`config.mk`:
```
export PLATFORM = sky130hd
export DESIGN_NAME = rr_arbiter
export DESIGN_NICKNAME = d
export VERILOG_FILES = /design/src/rtl/rr_arbiter_pkg.sv /design/src/rtl/rr_pick.sv /design/src/rtl/rr_arbiter.sv
export SDC_FILE = /design/constraint.sdc
export NUM_CORES = 1
export LEC_CHECK = 0
export ABC_CLOCK_PERIOD_IN_PS = 4000
export CAP_MARGIN = 10
export CORE_MARGIN = 10
export CORE_UTILIZATION = 42
export DETAILED_ROUTE_END_ITERATION = 12
export PLACE_DENSITY = 0.67
export SLEW_MARGIN = 10
export SYNTH_ARGS = -nofsm -noshare
export SYNTH_HDL_FRONTEND = slang
export SYNTH_SLANG_ARGS = --single-unit
```
`constraint.sdc`:
```
create_clock -name clk -period 4 [get_ports clk]
set_clock_uncertainty 0.1 [all_clocks]
set_input_delay 1 -clock clk [delete_from_list [all_inputs] [get_ports clk]]
set_output_delay 1 -clock clk [all_outputs]
set_load 0.005 [all_outputs]
```
`src/rtl/rr_arbiter_pkg.sv`:
```
// Shared types and helpers for the round-robin arbiter.
package rr_arbiter_pkg;

    // Arbiter control state
    typedef enum logic [0:0] {
        StIdle  = 1'b0,
        StGrant = 1'b1
    } state_e;

    // Width of an encoded requester index; never narrower than one bit
    function automatic int unsigned idx_width(input int unsigned n);
        if (n <= 1) begin
            return 1;
        end
        return $clog2(n);
    endfunction

endpackage

```
`src/rtl/rr_pick.sv`:
```
// Combinational round-robin pick: first set request bit at or after ptr,
// wrapping around. Built as a double-width search so the wrap case needs
// no second priority encoder in series.
module rr_pick
    import rr_arbiter_pkg::*;
#(
    parameter  int unsigned N     = 4,
    localparam int unsigned IDX_W = idx_width(N)
) (
    input  logic [N-1:0]     req,
    input  logic [IDX_W-1:0] ptr,
    output logic [N-1:0]     pick,
    output logic [IDX_W-1:0] pick_idx,
    output logic             any
);

    logic [N-1:0]   therm;
    logic [2*N-1:0] dbl;
    logic           found;

    // Thermometer mask of positions >= ptr; lower half of dbl is the masked
    // request, upper half the unmasked request used when nothing sits at or
    // above ptr.
    always_comb begin
        therm = '0;
        for (int i = 0; i < int'(N); i++) begin
            therm[i] = (i >= int'(ptr));
        end
        dbl = {req, req & therm};
    end

    // Lowest set bit of dbl wins; fold its position back into 0..N-1
    always_comb begin
        pick     = '0;
        pick_idx = '0;
        found    = 1'b0;
        for (int j = 0; j < int'(2 * N); j++) begin
            if (!found && dbl[j]) begin
                found             = 1'b1;
                pick[j % int'(N)] = 1'b1;
                pick_idx          = IDX_W'(j % int'(N));
            end
        end
        any = |req;
    end

endmodule

```
`src/rtl/rr_arbiter.sv`:
```
// Round-robin arbiter with registered one-hot grant and ack handshake.
// Optional burst hold: define RR_ARB_LOCK_EN to add the lock input, which
// keeps the grant on the current owner across acks.
module rr_arbiter
    import rr_arbiter_pkg::*;
#(
    parameter  int unsigned N     = 4,
    localparam int unsigned IDX_W = idx_width(N)
) (
    input  logic             clk,
    input  logic             rst,
    input  logic [N-1:0]     req,
    input  logic             ack,
`ifdef RR_ARB_LOCK_EN
    input  logic             lock,
`endif
    output logic [N-1:0]     gnt,
    output logic [IDX_W-1:0] gnt_idx,
    output logic             gnt_valid
);

    state_e           state_q, state_d;
    logic [N-1:0]     gnt_q, gnt_d;
    logic [IDX_W-1:0] gnt_idx_q, gnt_idx_d;
    logic [IDX_W-1:0] ptr_q, ptr_d;

    logic [IDX_W-1:0] ptr_adv;
    logic [IDX_W-1:0] pick_ptr;
    logic [N-1:0]     pick;
    logic [IDX_W-1:0] pick_idx;
    logic             pick_any;
    logic             hold;
    logic             owner_req;
    logic             rotate;

`ifdef RR_ARB_LOCK_EN
    assign hold = lock;
`else
    assign hold = 1'b0;
`endif

    // Priority pointer one past the current owner, wrapping at N-1
    assign ptr_adv = (gnt_idx_q == IDX_W'(N - 1)) ? '0 : gnt_idx_q + IDX_W'(1);

    // Current owner is still requesting
    assign owner_req = |(req & gnt_q);

    // An unlocked ack rotates priority; ack wins over a same-cycle withdrawal
    assign rotate = (state_q == StGrant) && ack && !hold;

    // On rotation the re-pick searches from the advanced pointer
    assign pick_ptr = rotate ? ptr_adv : ptr_q;

    rr_pick #(
        .N (N)
    ) u_pick (
        .req      (req),
        .ptr      (pick_ptr),
        .pick     (pick),
        .pick_idx (pick_idx),
        .any      (pick_any)
    );

    // Next-state, grant and pointer update
    always_comb begin
        state_d   = state_q;
        gnt_d     = gnt_q;
        gnt_idx_d = gnt_idx_q;
        ptr_d     = ptr_q;

        case (state_q)
            StIdle: begin
                // ack is ignored while idle
                if (pick_any) begin
                    state_d   = StGrant;
                    gnt_d     = pick;
                    gnt_idx_d = pick_idx;
                end
            end

            StGrant: begin
                if (rotate) begin
                    ptr_d = ptr_adv;
                    if (pick_any) begin
                        gnt_d     = pick;
                        gnt_idx_d = pick_idx;
                    end else begin
                        state_d   = StIdle;
                        gnt_d     = '0;
                        gnt_idx_d = '0;
                    end
                end else if (!owner_req) begin
                    // Owner withdrew without a rotating ack: release, keep ptr
                    state_d   = StIdle;
                    gnt_d     = '0;
                    gnt_idx_d = '0;
                end
                // Otherwise hold, including a locked ack from a live owner
            end

            default: begin
                state_d   = StIdle;
                gnt_d     = '0;
                gnt_idx_d = '0;
            end
        endcase
    end

    // State registers with synchronous reset
    always_ff @(posedge clk) begin
        if (rst) begin
            state_q   <= StIdle;
            gnt_q     <= '0;
            gnt_idx_q <= '0;
            ptr_q     <= '0;
        end else begin
            state_q   <= state_d;
            gnt_q     <= gnt_d;
            gnt_idx_q <= gnt_idx_d;
            ptr_q     <= ptr_d;
        end
    end

    assign gnt       = gnt_q;
    assign gnt_idx   = gnt_idx_q;
    assign gnt_valid = (state_q == StGrant);

`ifndef SYNTHESIS
    a_gnt_onehot0 : assert property (@(posedge clk) disable iff (rst) $onehot0(gnt_q));
    a_valid_match : assert property (@(posedge clk) disable iff (rst) gnt_valid == (|gnt_q));
    a_idx_match   : assert property (@(posedge clk) disable iff (rst)
                                     gnt_valid |-> gnt_q[gnt_idx_q]);
`endif

endmodule

```
# --- Word level (Yosys, flattened, before mapping) ---
# Cells that the tools add are included.
word_totals:
  register_bits: 9
  in_bits: 7
  output_inout_bits: 7
  word_cells: 69
classes:
  n_addsub: 1
  order_cmp: 3
  eq_ne: 3
  muxes: 37
  n_bitwise: 3
  reduce_logical: 18
op_table:
  columns: ["operator", "n"]
  rows:
  - ["two-way mux 2 bit", 12]
  - ["two-way mux 1 bit", 18]
  - ["two-way mux 4 bit", 4]
  - ["bitwise AND 4 bit", 2]
  - ["logical AND 1 bit", 8]
  - ["case mux 4 bit (2 select lines)", 1]
  - ["OR reduction 4 bit", 2]
  - ["logical NOT 1 bit", 7]
  - [">= comparator 1 x 2 -> 1 bit, first input constant", 2]
  - ["case mux 2 bit (2 select lines)", 1]
  - ["inequality test 3 x 2 -> 1 bit, second input constant", 1]
  - ["adder 2 x 1 -> 2 bit, second input constant", 1]
  - ["equality test 2 bit, second input constant", 1]
  - [">= comparator 2 bit, first input constant", 1]
  - ["inequality test 2 bit, second input constant", 1]
  - ["case mux 1 bit (2 select lines)", 1]
  - ["AND reduction 2 bit", 1]
  - ["inverter 1 bit", 1]

# --- Logic depth before layout (Yosys ltp) ---
# Gate-level depths: netlist (run 1).
logic_depth:
  word_depth: 30
  mapped_depth: 5
  ltp_nobuf: 5

# --- Hierarchy ---
# Synthesis (run 1) repeated with hierarchy kept, for this count alone.
unflattened:
  hier_cells: 87
  area_unflattened_um2: 699.4
by_module_without_submodules:
  columns: ["module", "n_inst", "cells_each", "area_per_inst_um2", "seq_area_each_um2"]
  rows:
  - ["rr_arbiter", 1, 58, 523.0, 180.2]
  - ["rr_pick", 1, 29, 176.4, 0.0]

# --- Worst setup path after synthesis (run 1) ---
# OpenSTA, ideal clock, no wires.
synth_timing:
  kind: "input-to-reg"
  start: "input port req[1]"
  end: "register gnt_idx_q[1] (netlist: gnt_idx[1])"
  setup_ns: 0.060
  t_arrival_ns: 2.180
  required_ns: 3.840
  setup_slack_ns: 1.661
  stages: 5
  n_path_buf: 1
  cell_sequence: "buf_2 > or4_4 > or2_4 > a21oi_4 > a32o_2"
synth_via:
  elab_chain_cells: 24
  word_cells_on_any_way: 36
  cone_classes: "eq/ne: 2; mux: 16; bitwise: 2; reduce/logical: 16"
synth_rtl:
  columns: ["item", "line_no", "source"]
  rows:
  - ["start, declared", "rr_arbiter.sv:12", "input logic [N-1:0] req,"]
  - ["bitwise AND 4 bit", "rr_pick.sv:29", "dbl = {req, req & therm};"]
  - ["logical AND 1 bit", "rr_pick.sv:38", "if (!found && dbl[j]) begin"]
  - ["two-way mux 1 bit", "rr_pick.sv:38", null]
  - ["logical NOT 1 bit", "rr_pick.sv:38", null]
  - ["logical AND 1 bit", "rr_pick.sv:38", null]
  - ["two-way mux 1 bit", "rr_pick.sv:38", null]
  - ["logical NOT 1 bit", "rr_pick.sv:38", null]
  - ["logical AND 1 bit", "rr_pick.sv:38", null]
  - ["[8 not listed]", null, null]
  - ["logical AND 1 bit", "rr_pick.sv:38", null]
  - ["two-way mux 1 bit", "rr_pick.sv:38", null]
  - ["logical NOT 1 bit", "rr_pick.sv:38", null]
  - ["logical AND 1 bit", "rr_pick.sv:38", null]
  - ["two-way mux 2 bit", "rr_pick.sv:38", null]
  - ["two-way mux 2 bit", "rr_arbiter.sv:84", "if (pick_any) begin"]
  - ["two-way mux 2 bit", "rr_arbiter.sv:82", "if (rotate) begin"]
  - ["case mux 2 bit (2 select lines)", "rr_arbiter.sv:71", "case (state_q)"]
  - ["end signal, assigned", "rr_arbiter.sv:119", "gnt_idx_q <= gnt_idx_d;"]
  - ["end, declared", "rr_arbiter.sv:24", "logic [IDX_W-1:0] gnt_idx_q, gnt_idx_d;"]
# Several ways; a longest one is shown, not always the timed one. The select of a mux whose other input is x is not followed.
# A chain may end at the register's enable or synchronous reset.

# --- Worst setup path in the final report (run 1) ---
layout_timing:
  start: "input port ack"
  end: "register gnt_idx_q[1] (netlist: gnt_idx[1])"
layout_via:
  elab_chain_cells: 29
  word_cells_on_any_way: 39
  cone_classes: "order compare: 3; eq/ne: 1; mux: 18; bitwise: 1; reduce/logical: 16"
layout_rtl:
  columns: ["item", "line_no", "source"]
  rows:
  - ["start, declared", "rr_arbiter.sv:13", "input logic ack,"]
  - ["logical AND 1 bit (*)", "rr_arbiter.sv:49", "assign rotate = (state_q == StGrant) && ack && !hold;"]
  - ["two-way mux 2 bit", null, null]
  - [">= comparator 1 x 2 -> 1 bit", "rr_pick.sv:27", "therm[i] = (i >= int'(ptr));"]
  - ["bitwise AND 4 bit", "rr_pick.sv:29", null]
  - ["two-way mux 1 bit", "rr_pick.sv:38", null]
  - ["logical NOT 1 bit", "rr_pick.sv:38", null]
  - ["logical AND 1 bit", "rr_pick.sv:38", null]
  - ["two-way mux 1 bit", "rr_pick.sv:38", null]
  - ["[13 not listed]", null, null]
  - ["logical AND 1 bit", "rr_pick.sv:38", null]
  - ["two-way mux 1 bit", "rr_pick.sv:38", null]
  - ["logical NOT 1 bit", "rr_pick.sv:38", null]
  - ["logical AND 1 bit", "rr_pick.sv:38", null]
  - ["two-way mux 2 bit", "rr_pick.sv:38", null]
  - ["two-way mux 2 bit", "rr_arbiter.sv:84", null]
  - ["two-way mux 2 bit", "rr_arbiter.sv:82", null]
  - ["case mux 2 bit (2 select lines)", "rr_arbiter.sv:71", null]
# Every way passes the cells marked *; elsewhere a longest branch is shown, timed or not. The select of a mux whose other input is x is not followed.

==> results of run 1 <==
-- cell type report --
class	instances	area, µm²
multi-input combinational	65	462
fill	152	712
tap	16	20.0
clock buffer	4	26.3
timing repair buffer	13	130
inverter	3	11.3
sequential	9	180
-- stage by stage --
step	cell area, µm²	hold WS [ps]	power, µW	util, %
floorplan	693	376	150	-
global placement	803	377	173	52.1
detailed placement	803	375	173	52.1
CTS	830	387	246	53.8
global route	830	411	259	53.8
finish	830	384	243	53.8
-- layer usage --
layer,up-vias,track usage (%)
met1,327,13.0
met3,2,3.97
met4,0,2.82
li1,347,-
met5,-,0
met2,29,17.5
-- worst paths after layout --
check             start         end  slack (ps)  depth (start not counted)
min reg2reg      gnt[1]      gnt[1]         380                          1
min              gnt[1]      gnt[1]         380                          1
max reg2reg  gnt_idx[0]  gnt_idx[1]        2010                          5
max                 ack  gnt_idx[1]        1260                          5
-- kinds of logic after synthesis --
logic type	after synthesis	share of synthesized area, %
compound gates	32	38.8
simple gates	32	26.0
buf+inv	9	7.40
flops	9	26.0
fa+ha+maj	1	1.80
-- registers in the layout, indices dropped and copies added (netlist names) --
register and flops:
gnt_idx 2, ptr_q 2, gnt 4, gnt_valid 1
-- cells in the final DEF (no fill, tap or decap), types with 2 or more instances in the layout --
cell type        count
nand2_1              5
o22ai_1              2
o21ai_0              3
o211ai_1             2
inv_1                3
nand2b_1             5
nor2_1               6
a21oi_1              4
nor3_1               4
nand3_1              3
a21bo_2              2
dfxtp_1              9
clkdlybuf4s50_1     13
a32o_2               3
clkbuf_4             3
-- power by group through the flow --
| stage | logic [µW] | registers, µW | clock network [µW] |
|---|---|---|---|
| 4_1_cts | 67.7 | 104 | 74.9 |
| 3_3_place_gp | 67.7 | 105 | 0 |
| 3_5_place_dp | 67.2 | 106 | 0 |
| 6_report | 67.9 | 104 | 71.6 |
| 2_1_floorplan | 46.7 | 103 | 0 |
| 5_1_grt | 74.7 | 105 | 79.2 |
==> impl_metrics.tcl, run 1 <==
set metrics [dict create \
    status "complete, no violations" \
    synth_common_cells "9 x dfxtp_1, 6 x nor2_1, 5 x nand2_1, 5 x nand2b_1" \
    top_layer "met4" \
    grt_pass1_wl_um 3100 \
    start_kind "input pin" \
    pre_cts_ws_ps 991 \
    synth.net_count 91 \
    postSynthAreaPerCell_um2 8.35 \
    yosys-top-cells-area "dfxtp_1 26%, a32o_2 4.9%, nand2b_1 4.5%, nor2_1 3.2%, a21bo_2 2.9%" \
    seqPwrFrac_pct 42.6 \
    grt_pass1_vias 678 \
    cp_cell_sequence "clkdlybuf4s50_1 > nand3_1 > and2_1 > a2111oi_0 > a32o_2" \
    avgRoutedWirePerCell_um 16.9 \
    post_cts_resize_count 0 \
    drcViolationCount 0 \
    initial_utilization_pct 45.0 \
    core_area_um2 1540 \
    hp-class "register to register" \
    antenna_found_initial 0 \
    dpl.hpwl_um 1380 \
    dr.first_iter.drc_count 29 \
    post-route-min-period_ps 2740 \
    die_w_um 60.6 \
    cts_tree "built" \
    cts_max_path_buffers 2 \
    worst_setup_path_end_kind "register" \
    finalSetupViolCount 0 \
    p_int_uw 169 \
    cts_root_buf "clkbuf_4" \
    grt_usage_pct 10.7 \
    postSynthCellCount 83 \
    setup_ws_ps 1260 \
    vdd_ir_drop_max_mv 0.235 \
    fmax_ghz 0.365 \
    syn_to_final_growth_pct 19.7 \
    async_flop_share_pct 0 \
    synth.most_common_cell "dfxtp_1" \
    grt_max_degree 15 \
    die_area_um2 3680 \
    gp_congestion 0.897 \
    vias 705 \
    tns_ps 0 \
    syn_area_um2 693 \
    worstPathArrival_ps 2850 \
    synth_seq_cells 9 \
    synth_top_cell_by_area "dfxtp_1" \
    synth_top_cell_area_share_pct 26.0 \
    cts_hold_buf 0 \
    cts.sinks 9 \
    cts_max_level 1 \
    dieHeight_um 60.6 \
    clk_latency_ps 260 \
    synth_cell_types 43 \
    path_class "input pin to register" \
    worst-path-buf-inv 1 \
    finish.net_count 103 \
    first_pass_iters 4 \
    routed_via_density 6.41 \
    drive_gt1_share_pct 17.0 \
    wl_um 1860 \
    power_density_nw_per_um2 293 \
    tightest_slew_ps 544 \
    drv_cap 0 \
    path_max_fanout 11 \
    min_period_over_period_pct 68.5 \
    post-place-cells 106 \
    ys_warn_count 0 \
    rsz0062_at_grt "false" \
    crit_family "compound AO/OA/AOI/OAI gates" \
    hold_viol 0 \
    routed-wl-met2_um 874 \
    wl_met3_um 152 \
    wl_met1_um 817 \
    required_ps 4110 \
    diodes 0 \
    synth_top_flop_cell "dfxtp_1" \
    finalNonFillerCells 110 \
    overflow 0 \
    cts_made_buffers 3 \
    ys_seq_area_share_pct 26.0 \
    ant_nets 0 \
    p_comb_share_pct 27.9 \
    power_switching_uw 74.2 \
    p_clk_share_pct 29.5 \
    path_clk_slew_ps 60 \
    max_slew_margin_pct 63.4 \
    worst_path_largest_cell_delay_ps 670 \
    sw_frac_of_total_pct 30.5 \
    io_pins 14 \
    rows 14 \
    p_leak_uw 0.000320 \
    slew_violations 0 \
    cts_setup_buffers 0 \
    io_buffers 13 \
    critPathSlowestCell "clkdlybuf4s50_1" \
    synth_edf_count 0 \
]
No activity file was read; power rests on OpenSTA's default activity.
==> run 2: changes to the inputs <==
--- a/config.mk
+++ b/config.mk
@@ -5,7 +5,7 @@
 export SDC_FILE = /design/constraint.sdc
 export NUM_CORES = 1
 export LEC_CHECK = 0
-export ABC_CLOCK_PERIOD_IN_PS = 4000
+export ABC_CLOCK_PERIOD_IN_PS = 2800
 export CAP_MARGIN = 10
 export CORE_MARGIN = 10
 export CORE_UTILIZATION = 42
==> constraint.sdc (replaced) <==
create_clock -name clk -period 2.8 [get_ports clk]
set_clock_uncertainty 0.1 [all_clocks]
set_input_delay 0.7 -clock clk [delete_from_list [all_inputs] [get_ports clk]]
set_output_delay 0.7 -clock clk [all_outputs]
set_load 0.005 [all_outputs]
==> impl_metrics.tcl, run 2 (same netlist as run 1, synthesis figures left out) <==
set metrics [dict create \
    rows 14 \
    required_ps 2910 \
    start_kind "input pin" \
    worstPathArrival_ps 2490 \
    use_met3_pct 5.01 \
    gr-max-usage-layer "met2" \
    die_w_um 60.6 \
    rr_startpoint "gnt_idx[0]" \
    cts_root_buf "clkbuf_4" \
    final_cell_mix "13 x clkdlybuf4s50_1, 9 x dfxtp_1, 6 x nor2_1" \
    drive_gt1_share_pct 20.4 \
    cts_setup_buffers 0 \
    wl_um 1890 \
    ant_nets 0 \
    post_cts_resize_count 0 \
    grt_max_degree 15 \
    cts_made_buffers 3 \
    hp-class "register to register" \
    finish.net_count 107 \
    regArea_um2 180 \
    status "complete, no violations" \
    critPathLaunch "ack" \
    avgRoutedWirePerCell_um 16.6 \
    die_area_um2 3680 \
    overflow 0 \
    cts_max_level 1 \
    hold_viol 0 \
    post-route-min-period_ps 2390 \
    min_period_over_period_pct 85.2 \
    antenna_found_initial 0 \
    grt_pass1_vias 645 \
    pre_cts_ws_ps 146 \
    io_pins 14 \
    dieHeight_um 60.6 \
    hold_start "gnt[1]" \
    met1_usage_pct 13.3 \
    grt_pass1_wl_um 3020 \
    fmax_ghz 0.419 \
    rsz0062_at_grt "false" \
    path_clk_slew_ps 60 \
    gp_congestion 0.856 \
    power_density_nw_per_um2 409 \
    vdd_ir_drop_max_mv 0.265 \
    cts.sinks 9 \
    multiInputGateArea_um2 462 \
    syn_to_final_growth_pct 24.0 \
    finalSetupViolCount 0 \
    tightest_slew_ps 489 \
    dr.first_iter.drc_count 37 \
    nFillCells 151 \
    p_leak_uw 0.000340 \
    routed_via_density 6.30 \
    slew_violations 0 \
    path_class "input pin to register" \
    drcViolationCount 0 \
    initial_utilization_pct 45.0 \
    io_buffers 13 \
    vias 718 \
    cts_max_path_buffers 2 \
    grt_usage_pct 10.6 \
    dpl.hpwl_um 1490 \
    first_pass_iters 4 \
    met2_usage_pct 15.9 \
    cts_hold_buf 0 \
    drv_cap 0 \
    path_max_fanout 11 \
    largest_register_ffs 4 \
    cts_tree "built" \
    core_area_um2 1540 \
    tns_ps 0 \
    worst_setup_path_end_kind "register" \
    mostFrequentLayoutCell "clkdlybuf4s50_1" \
    max_slew_margin_pct 67.1 \
    finalNonFillerCells 114 \
    diodes 0 \
    clk_latency_ps 260 \
    setup_ws_ps 414 \
    post-place-cells 110 \
]
-- run 2: cell count changes in the layout (fill, tap and decap cells not counted), sizes merged --
cell  change
buf       +4
-- run 2: area by class of cell --
type / instances / share of cell area, %
multi-input cells: 65 / 53.7
clock buffers: 4 / 3.06
inverters: 3 / 1.31
repair buffers: 17 / 18.6
well taps: 16 / 2.33
flip-flops and latches: 9 / 21.0
-- run 2: stage by stage --
stage / hold WS [ps] / utilization [%] / total power, µW / area [µm²]
floorplan: 376 / - / 214 / 693
global route: 421 / 55.8 / 374 / 860
detailed placement: 387 / 54.1 / 252 / 833
CTS: 396 / 55.8 / 358 / 860
finish: 391 / 55.8 / 352 / 860
global placement: 384 / 54.1 / 251 / 833
-- run 2: power breakdown --
group	switching [µW]	internal, µW	total, µW	leakage (µW)
sequential	11.8	137	148	0.0000739
clock	46.5	55.0	102	0.0000150
combinational	48.4	53.4	102	0.000251
total	107	245	352	0.000340
-- run 2: routing by layer --
layer  part of all wire, %  wire, µm  up-vias
met2                    47       890       26
met1                    45       852      339
met5                     0         0        -
li1                      -         -      353
met4                     0         0        0
met3                   7.7       146        0
-- run 2: critical path, cell delays in order --
cell             delay [ps]
clkdlybuf4s50_1         650
nand3_1                 210
and2_1                  250
a2111oi_0               440
a32o_2                  240
-- run 2: final timing paths --
kind         slack (ps)  cells after the start          to
max reg2reg         810                      5  gnt_idx[1]
max                 410                      5  gnt_idx[1]
min                 390                      1      gnt[1]
min reg2reg         390                      1      gnt[1]
==> run 3: changes to the inputs <==
--- a/config.mk
+++ b/config.mk
@@ -6,11 +6,12 @@
 export NUM_CORES = 1
 export LEC_CHECK = 0
 export ABC_CLOCK_PERIOD_IN_PS = 2800
-export CAP_MARGIN = 10
+export CAP_MARGIN = 20
 export CORE_MARGIN = 10
 export CORE_UTILIZATION = 42
 export DETAILED_ROUTE_END_ITERATION = 12
-export PLACE_DENSITY = 0.67
+export PLACE_DENSITY = 0.73
+export SKIP_CTS_REPAIR_TIMING = 1
 export SLEW_MARGIN = 10
 export SYNTH_ARGS = -nofsm -noshare
 export SYNTH_HDL_FRONTEND = slang
==> impl_metrics.tcl, run 3 (same netlist as run 1, synthesis figures left out) <==
set metrics [dict create \
    whs_ps 391 \
    vias 738 \
    mostFrequentLayoutCell "clkdlybuf4s50_1" \
    grt_usage_pct 11.4 \
    initial_utilization_pct 45.0 \
    die_w_um 60.6 \
    wl_um 1890 \
    worstPathArrival_ps 2540 \
    cts_max_level 1 \
    cp_cell_sequence "clkdlybuf4s50_1 > nand3_1 > and2_1 > a2111oi_0 > a32o_2" \
    drive_gt1_share_pct 20.4 \
    post-place-cells 110 \
    grt_max_degree 15 \
    hold_viol 0 \
    rsz0062_at_grt "false" \
    dieHeight_um 60.6 \
    dr.first_iter.drc_count 43 \
    worst_path_largest_cell_delay_ps 660 \
    crit_family "compound AO/OA/AOI/OAI gates" \
    finish.net_count 107 \
    vdd_ir_drop_max_mv 0.288 \
    p_leak_uw 0.000340 \
    io_pins 14 \
    nFillCells 157 \
    antenna_found_initial 0 \
    cts_made_buffers 3 \
    core_area_um2 1540 \
    post-route-min-period_ps 2420 \
    final_cell_mix "13 x clkdlybuf4s50_1, 9 x dfxtp_1, 6 x nor2_1" \
    avgRoutedWirePerCell_um 16.6 \
    setup_ws_ps 379 \
    gp_congestion 0.889 \
    cts_root_buf "clkbuf_4" \
    worst_setup_path_end_kind "register" \
    cts_max_path_buffers 2 \
    status "complete, no violations" \
    routed_via_density 6.47 \
    pre_cts_ws_ps 126 \
    finalSetupViolCount 0 \
    path_max_fanout 11 \
    critPathSlowestCell "clkdlybuf4s50_1" \
    diodes 0 \
    ant_nets 0 \
    fmax_ghz 0.413 \
    min_period_over_period_pct 86.5 \
    grt_pass1_vias 730 \
    grt_pass1_wl_um 3240 \
    drcViolationCount 0 \
    worst-path-buf-inv 1 \
    tightest_slew_ps 492 \
    dpl.hpwl_um 1420 \
    tns_ps 0 \
    path_class "input pin to register" \
    hp-class "register to register" \
    slew_violations 0 \
    die_area_um2 3680 \
    cts_tree "built" \
    required_ps 2920 \
    first_pass_iters 4 \
    power_density_nw_per_um2 414 \
    path_clk_slew_ps 60 \
    overflow 0 \
    syn_to_final_growth_pct 24.0 \
    largest_register_ffs 4 \
    drv_cap 0 \
    finalNonFillerCells 114 \
    clk_latency_ps 270 \
    rows 14 \
    io_buffers 13 \
    max_slew_margin_pct 66.8 \
    start_kind "input pin" \
    cts.sinks 9 \
]
## run 3: final timing paths
path | start | endpoint | slack [ps] | cells after the start
max reg2reg | gnt_idx[0] | gnt_idx[1] | 810 | 5
max | ack | gnt_idx[1] | 380 | 5
min | gnt[1] | gnt[1] | 390 | 1
min reg2reg | gnt[1] | gnt[1] | 390 | 1
## run 3: worst register-to-register path, cell delays in order (launching register included)
cell       delay, ps
dfxtp_1          380
ha_1             350
nand3_1          170
and2_1           260
a2111oi_0        450
a32o_2           240
## run 3: routing by layer
layer  GRT usage [%]  share of wire, %  vias up
li1                -                 -      351
met1            12.7                43      343
met2            17.2                44       38
met3            5.43                10        6
met4            6.90               2.5        0
met5               0                 0        -
## run 3: area by class of cell
class	count	area [µm²]	share of cell area [%]
sequential	9	180	21.0
timing repair buffer	17	160	18.6
inverter	3	11.3	1.31
multi-input combinational	65	462	53.7
clock buffer	4	26.3	3.06
tap	16	20.0	2.33
## run 3: power by group
| part | switching (µW) | internal (µW) | leakage, µW |
|---|---|---|---|
| Clock | 50.4 | 55.2 | 0.0000150 |
| Sequential | 11.2 | 137 | 0.0000739 |
| Combinational | 48.6 | 53.4 | 0.000251 |
| Total | 110 | 245 | 0.000340 |
## run 3: stage by stage
stage | total power [µW] | util [%] | cell area, µm²
detailed placement | 251 | 54.1 | 833
global route | 378 | 55.8 | 860
global placement | 250 | 54.1 | 833
finish | 355 | 55.8 | 860
floorplan | 214 | - | 693
CTS | 358 | 55.8 | 860
